$ cat config.mk
export PLATFORM = sky130hd
export DESIGN_NAME = fact_scheduler
export DESIGN_NICKNAME = d
export VERILOG_FILES = /design/src/rtl/fact_scheduler.sv
export SDC_FILE = /design/constraint.sdc
export NUM_CORES = 1
export LEC_CHECK = 0
export BUFFER_PORTS_ARGS = -buffer_cell sky130_fd_sc_hd__buf_2
export CAP_MARGIN = 20
export CORE_MARGIN = 2
export CORE_UTILIZATION = 45
export DETAILED_ROUTE_END_ITERATION = 8
export GPL_ROUTABILITY_DRIVEN = 0
export HOLD_SLACK_MARGIN = 0.05
export PLACE_DENSITY = 0.63
export SYNTH_ARGS = -nofsm -noshare
export SYNTH_HDL_FRONTEND = slang
export SYNTH_SLANG_ARGS = --single-unit
$ cat constraint.sdc
create_clock -name clock_i -period 1.8 [get_ports clock_i]
set_clock_uncertainty 0.05 [all_clocks]
set_input_delay 0 -clock clock_i [delete_from_list [all_inputs] [get_ports clock_i]]
set_output_delay 0 -clock clock_i [all_outputs]
set_load 0.01 [all_outputs]
$ cat src/rtl/fact_scheduler.sv
// Job scheduler for the factorial accelerator: queues CPU operands, runs each
// one through the accelerator register interface and queues {err, result}.
module fact_scheduler #(
  parameter int JDEPTH  = 4,
  parameter int RDEPTH  = 4,
  parameter int TIMEOUT = 255
) (
  input  logic        clock_i,
  input  logic        reset_ni,
  input  logic        job_we_i,
  input  logic [3:0]  job_n_i,
  output logic        job_full_o,
  output logic        ovf_o,
  output logic        res_valid_o,
  output logic [31:0] res_data_o,
  output logic        res_err_o,
  input  logic        res_re_i,
  output logic        busy_o,
  output logic [1:0]  fact_a_o,
  output logic        fact_we_o,
  output logic [3:0]  fact_wd_o,
  input  logic [31:0] fact_rd_i
);

  // state | meaning
  // IDLE  | wait for a job and a free result slot
  // LOAD  | write n to the accelerator
  // GO    | set go, clear poll timer
  // POLL  | read status until done or timeout
  // READ  | read result, push {err, result}
  // CLEAR | clear go
  typedef enum logic [2:0] {
    S_IDLE, S_LOAD, S_GO, S_POLL, S_READ, S_CLEAR
  } state_e;

  localparam int JAW = $clog2(JDEPTH);
  localparam int RAW = $clog2(RDEPTH);
  localparam logic [7:0] TMAX = 8'(TIMEOUT - 1);

  state_e state_q, state_d;
  logic [7:0]  timer_q, timer_d;
  logic [3:0]  n_q, n_d;
  logic        err_q, err_d;
  logic        ovf_q, ovf_d;

  logic [3:0]  jmem_q [JDEPTH];
  logic [JAW:0] jwptr_q, jwptr_d, jrptr_q, jrptr_d;
  logic [32:0] rmem_q [RDEPTH];
  logic [RAW:0] rwptr_q, rwptr_d, rrptr_q, rrptr_d;

  logic job_empty, job_full, job_push, job_pop;
  logic res_empty, res_full, res_push, res_pop;
  logic [32:0] res_wdata;

  assign job_empty = (jwptr_q == jrptr_q);
  assign job_full  = (jwptr_q[JAW] != jrptr_q[JAW]) &&
                     (jwptr_q[JAW-1:0] == jrptr_q[JAW-1:0]);
  assign res_empty = (rwptr_q == rrptr_q);
  assign res_full  = (rwptr_q[RAW] != rrptr_q[RAW]) &&
                     (rwptr_q[RAW-1:0] == rrptr_q[RAW-1:0]);

  assign job_push = job_we_i && !job_full;
  assign res_pop  = res_re_i && !res_empty;

  assign jwptr_d = job_push ? jwptr_q + 1'b1 : jwptr_q;
  assign jrptr_d = job_pop  ? jrptr_q + 1'b1 : jrptr_q;
  assign rwptr_d = res_push ? rwptr_q + 1'b1 : rwptr_q;
  assign rrptr_d = res_pop  ? rrptr_q + 1'b1 : rrptr_q;
  assign ovf_d   = ovf_q || (job_we_i && job_full);

  always_ff @(posedge clock_i or negedge reset_ni) begin
    if (!reset_ni) begin
      state_q <= S_IDLE;
      timer_q <= '0;
      n_q     <= '0;
      err_q   <= 1'b0;
      ovf_q   <= 1'b0;
      jwptr_q <= '0;
      jrptr_q <= '0;
      rwptr_q <= '0;
      rrptr_q <= '0;
      for (int i = 0; i < JDEPTH; i++) jmem_q[i] <= '0;
      for (int i = 0; i < RDEPTH; i++) rmem_q[i] <= '0;
    end else begin
      state_q <= state_d;
      timer_q <= timer_d;
      n_q     <= n_d;
      err_q   <= err_d;
      ovf_q   <= ovf_d;
      jwptr_q <= jwptr_d;
      jrptr_q <= jrptr_d;
      rwptr_q <= rwptr_d;
      rrptr_q <= rrptr_d;
      if (job_push) jmem_q[jwptr_q[JAW-1:0]] <= job_n_i;
      if (res_push) rmem_q[rwptr_q[RAW-1:0]] <= res_wdata;
    end
  end

  always_comb begin
    state_d   = state_q;
    timer_d   = timer_q;
    n_d       = n_q;
    err_d     = err_q;
    job_pop   = 1'b0;
    res_push  = 1'b0;
    res_wdata = '0;
    unique case (state_q)
      S_IDLE: begin
        if (!job_empty && !res_full) begin
          job_pop = 1'b1;
          n_d     = jmem_q[jrptr_q[JAW-1:0]];
          state_d = S_LOAD;
        end
      end
      S_LOAD: state_d = S_GO;
      S_GO: begin
        timer_d = '0;
        state_d = S_POLL;
      end
      S_POLL: begin
        if (fact_rd_i[0]) begin
          err_d   = fact_rd_i[1];
          state_d = S_READ;
        end else if (timer_q == TMAX) begin
          res_push  = 1'b1;
          res_wdata = {1'b1, 32'h0};
          state_d   = S_CLEAR;
        end else begin
          timer_d = timer_q + 8'd1;
        end
      end
      S_READ: begin
        res_push  = 1'b1;
        res_wdata = {err_q, fact_rd_i};
        state_d   = S_CLEAR;
      end
      S_CLEAR: state_d = S_IDLE;
      default: state_d = S_IDLE;
    endcase
  end

  always_comb begin
    fact_a_o  = 2'd2;
    fact_we_o = 1'b0;
    fact_wd_o = 4'd0;
    unique case (state_q)
      S_LOAD: begin
        fact_a_o  = 2'd0;
        fact_we_o = 1'b1;
        fact_wd_o = n_q;
      end
      S_GO: begin
        fact_a_o  = 2'd1;
        fact_we_o = 1'b1;
        fact_wd_o = 4'd1;
      end
      S_READ:  fact_a_o = 2'd3;
      S_CLEAR: begin
        fact_a_o  = 2'd1;
        fact_we_o = 1'b1;
      end
      default: ;
    endcase
  end

  assign busy_o      = (state_q != S_IDLE);
  assign job_full_o  = job_full;
  assign ovf_o       = ovf_q;
  assign res_valid_o = !res_empty;
  assign res_data_o  = rmem_q[rrptr_q[RAW-1:0]][31:0];
  assign res_err_o   = rmem_q[rrptr_q[RAW-1:0]][32];

endmodule
==> results.md <==
* Syn. warnings at 0
* Post-route minimum period at about 1.9 ns
* Placed Cells at about 850
* Worst Path Max Fanout at 7
* Hold crit path type: primary input to flip-flop
* Total grt overflow at 0
* Critical hold path startpoint: job_we_i
* Uppermost layer routed: met4
* Dpl ws at -0.08014 ns
* Final hold slack at 0.2781 ns
* R2R depth at 5
* RSZ-0062 raised after global routing: yes
* Max-Cap Viols at 0
* Sequential fraction of the synthesis area at between 50% and 60%
* WP data arrival at 1.82 ns
* Area of the die at between 0.015 and 0.02 mm2
* Fin. Hold Viols at 0
* Worst Hold Depth at 3
* Syn Area/Cell at 14.89 um2
* Area of the multi-input gates at 0.003362 mm2
* Reg-to-reg endpoint: n_q[3]
* PortBufs at 83
* Clk buf depth at 2
* Number of buffers created by CTS at 17
* Worst hold endpoint: ovf_o
* Number of synthesized flops with an enable pin at 0
* Endpoints failing setup at 32
* Measured slew at the worst slew-check pin at 0.4710 ns
* PwrDens at 1818 mW/mm2
* Final #Nets at between 700 and 800
* Die Width at 138.5 um
* Clock sink count at 177
* Boundary Pins at 84
* Residual DRC count at 0
* Failing checks: negative setup slack
* Crit Path Class: flip-flop to output pin
* Initial antenna violation count at 0
* Initial core utilization at between 40% and 50%
* Number of global-route vias before repair at 6,150
* Largest net degree at the start of global routing at 59
* Core area at 0.01784 mm2
* Met3 WL at 1241 um
* Worst skew pair latency at 0.43 ns
* Rows at 49
* Filler Cell Count at between 1k and 1.5k
* Cell Count, Final, Fillers Out at between 900 and 1k
* Final Cycle Share at 103.8%
* DRT iter0 DRCs at 437
* CP Capture Type: output pin
* Share of cells above drive strength 1 at 35.74%
* F_max at 0.5351 GHz
* Post-synthesis cell count at 547
* R2r startpoint: rrptr_q[0]
* Routed WL at 20,320 um
* CP startpoint kind: flip-flop
* Netlist cell types at 51
* Async set or reset register ratio after synthesis at 100.0%
* Vias at 5,691
* Max IR drop VDD at 1293 uV
* Status: finished with violations
* Final Util at 57.51%
* Flop2flop setup slack at 0.03 ns
* Slew Viols, Final at 0
* First-pass DRT Iterations at 5
* Setup WS post-layout at -0.06869 ns
* WL per Instance at 21.75 um
* Met2 wire length at approximately 10,000 um
* CTS tree: built
* Register Area at 0.004432 mm2
* N_diodes at 0
* Register bit total from synthesis at 177
* Area grow syn2layout at 25.99%
* Mapped Area at 0.008144 mm2
* Placed cell area at 0.009016 mm2
* Met1 WL at just under 9000 um
* Root buffer cell: clkbuf_16
* Final Cell Area at 0.01026 mm2
* Worst-path clk slew at 0.06 ns
* Placed wire-length estimate at 12,370 um
* Syn_nets at 599
* Total GRT Usage at between 20% and 30%
* Dominant synthesized flop cell: dfrtp_1
* P_leak at 4.572 nW
* First-pass GRT wire length at 33,370 um
* Via/cell ratio at 6.093
* Antenna Nets Post-Route at 0
* Max_slew headroom at 68.60%
* Die Span Y at 138.5 um
* Critical Path RT at 1.75 ns
* H-tree depth at 4
## state kept, by name (all words and copies together) (netlist names), 4 cells and up
signal / cells
timer_q: 8
jmem_q: 16
n_q: 4
rmem_q: 132
## layout make-up
class	count	area share [%]
clock buffers	20	4.548
clock inverters	10	0.7560
inverters	13	0.4756
well taps	229	2.792
flip-flops and latches	177	43.19
repair buffers	182	15.47
multi-input cells	303	32.76
## synthesized netlist by cell type (3+ instances only)
| library cell | count | area, um2 |
|---|---|---|
| a21oi_1 | 4 | 20.02 |
| a22o_1 | 20 | 175.2 |
| a22oi_1 | 4 | 30.03 |
| a32o_1 | 109 | 1091 |
| and2_1 | 5 | 31.28 |
| and2_4 | 4 | 35.03 |
| and3_1 | 3 | 18.77 |
| buf_2 | 19 | 95.09 |
| buf_6 | 14 | 157.7 |
| clkbuf_1 | 18 | 67.56 |
| dfrtp_1 | 177 | 4429 |
| ha_1 | 12 | 150.1 |
| inv_1 | 13 | 48.80 |
| mux2_2 | 20 | 225.2 |
| mux2_4 | 4 | 60.06 |
| mux4_1 | 3 | 78.83 |
| mux4_2 | 34 | 765.7 |
| nand2_1 | 8 | 30.03 |
| nand2b_1 | 3 | 18.77 |
| nand3_1 | 9 | 45.04 |
| nor2_1 | 6 | 22.52 |
| nor2b_1 | 3 | 18.77 |
| nor3_1 | 3 | 15.01 |
| o21ai_0 | 6 | 30.03 |
| o21ai_4 | 4 | 65.06 |
| xnor2_1 | 10 | 87.58 |
## logic make-up after synthesis
kind of cell,share of synthesized area (%)
fa+ha+maj,1.844
buf+inv,4.778
mux,14.00
simple gates,4.348
xor+xnor,2.028
compound gates,18.62
flops,54.39
## placed cells by master (no fill, tap or decap), types with 5 or more instances in the layout
cell,netlist,layout
dfrtp_1,177,175
a32o_1,109,109
buf_2,19,67
dlygate4sd3_1,0,40
buf_4,2,40
mux4_2,34,34
a22o_1,20,20
mux2_2,20,20
buf_6,14,19
clkbuf_16,0,17
inv_1,13,13
ha_1,12,12
buf_12,0,12
xnor2_1,10,10
nand3_1,9,9
nand2_1,8,8
nor2_1,6,6
and2_1,5,5
o21ai_0,6,5
## critical path, cell delays in order (launching register included)
cell	delay, ns
dfrtp_2	0.41
buf_6	0.14
buf_12	0.14
mux4_2	0.55
buf_6	0.15
## stage by stage
step | power (mW) | setup TNS, ns
2_1_floorplan | 11.72 | 0
3_3_place_gp | 14.00 | -0.6887
3_5_place_dp | 14.34 | -5.964
4_1_cts | 18.35 | -1.706
5_1_grt | 19.77 | -3.291
6_report | 18.66 | -1.137
## worst max path at each step
stage	from	endpoint	slack (ns)	depth (start not counted)
global route	rrptr_q[0]	res_data_o[12]	-0.13	4
finish	rrptr_q[0]	res_data_o[12]	-0.07	4
detailed placement	timer_q[0]	rmem_q[64]	-0.08	7
global placement	jrptr_q[0]	n_q[3]	-0.03	4
floorplan	timer_q[0]	rwptr_q[1]	0.09	7
CTS	rrptr_q[0]	res_data_o[0]	-0.07	4
## per-layer routing
| metal | global-route usage (%) | vias to the layer above |
|---|---|---|
| li1 | - | 2501 |
| met1 | 30.00 | 2973 |
| met2 | 35.62 | 198 |
| met3 | 5.628 | 19 |
| met4 | 5.693 | 0 |
| met5 | 0 | - |
## where the power goes
group	internal [mW]	switching, mW	leakage [nW]	total (mW)
sequential	5.63	1.04	2.27	6.67
clock	1.88	1.56	0.266	3.44
combinational	4.69	3.86	2.04	8.55
total	12.2	6.46	4.57	18.7
## repair_timing
| action | in CTS | in global routing |
|---|---|---|
| pin swaps | 1 | 1 |
| resized for setup | 9 | 26 |
| buffers inserted | 7 | 2 |
| hold endpoints to repair | 327 | 0 |
| cloned | 3 | 0 |
| setup endpoints to repair | 175 | 56 |
| hold buffers | 40 | 0 |
No activity file was read; power rests on OpenSTA's default activity.
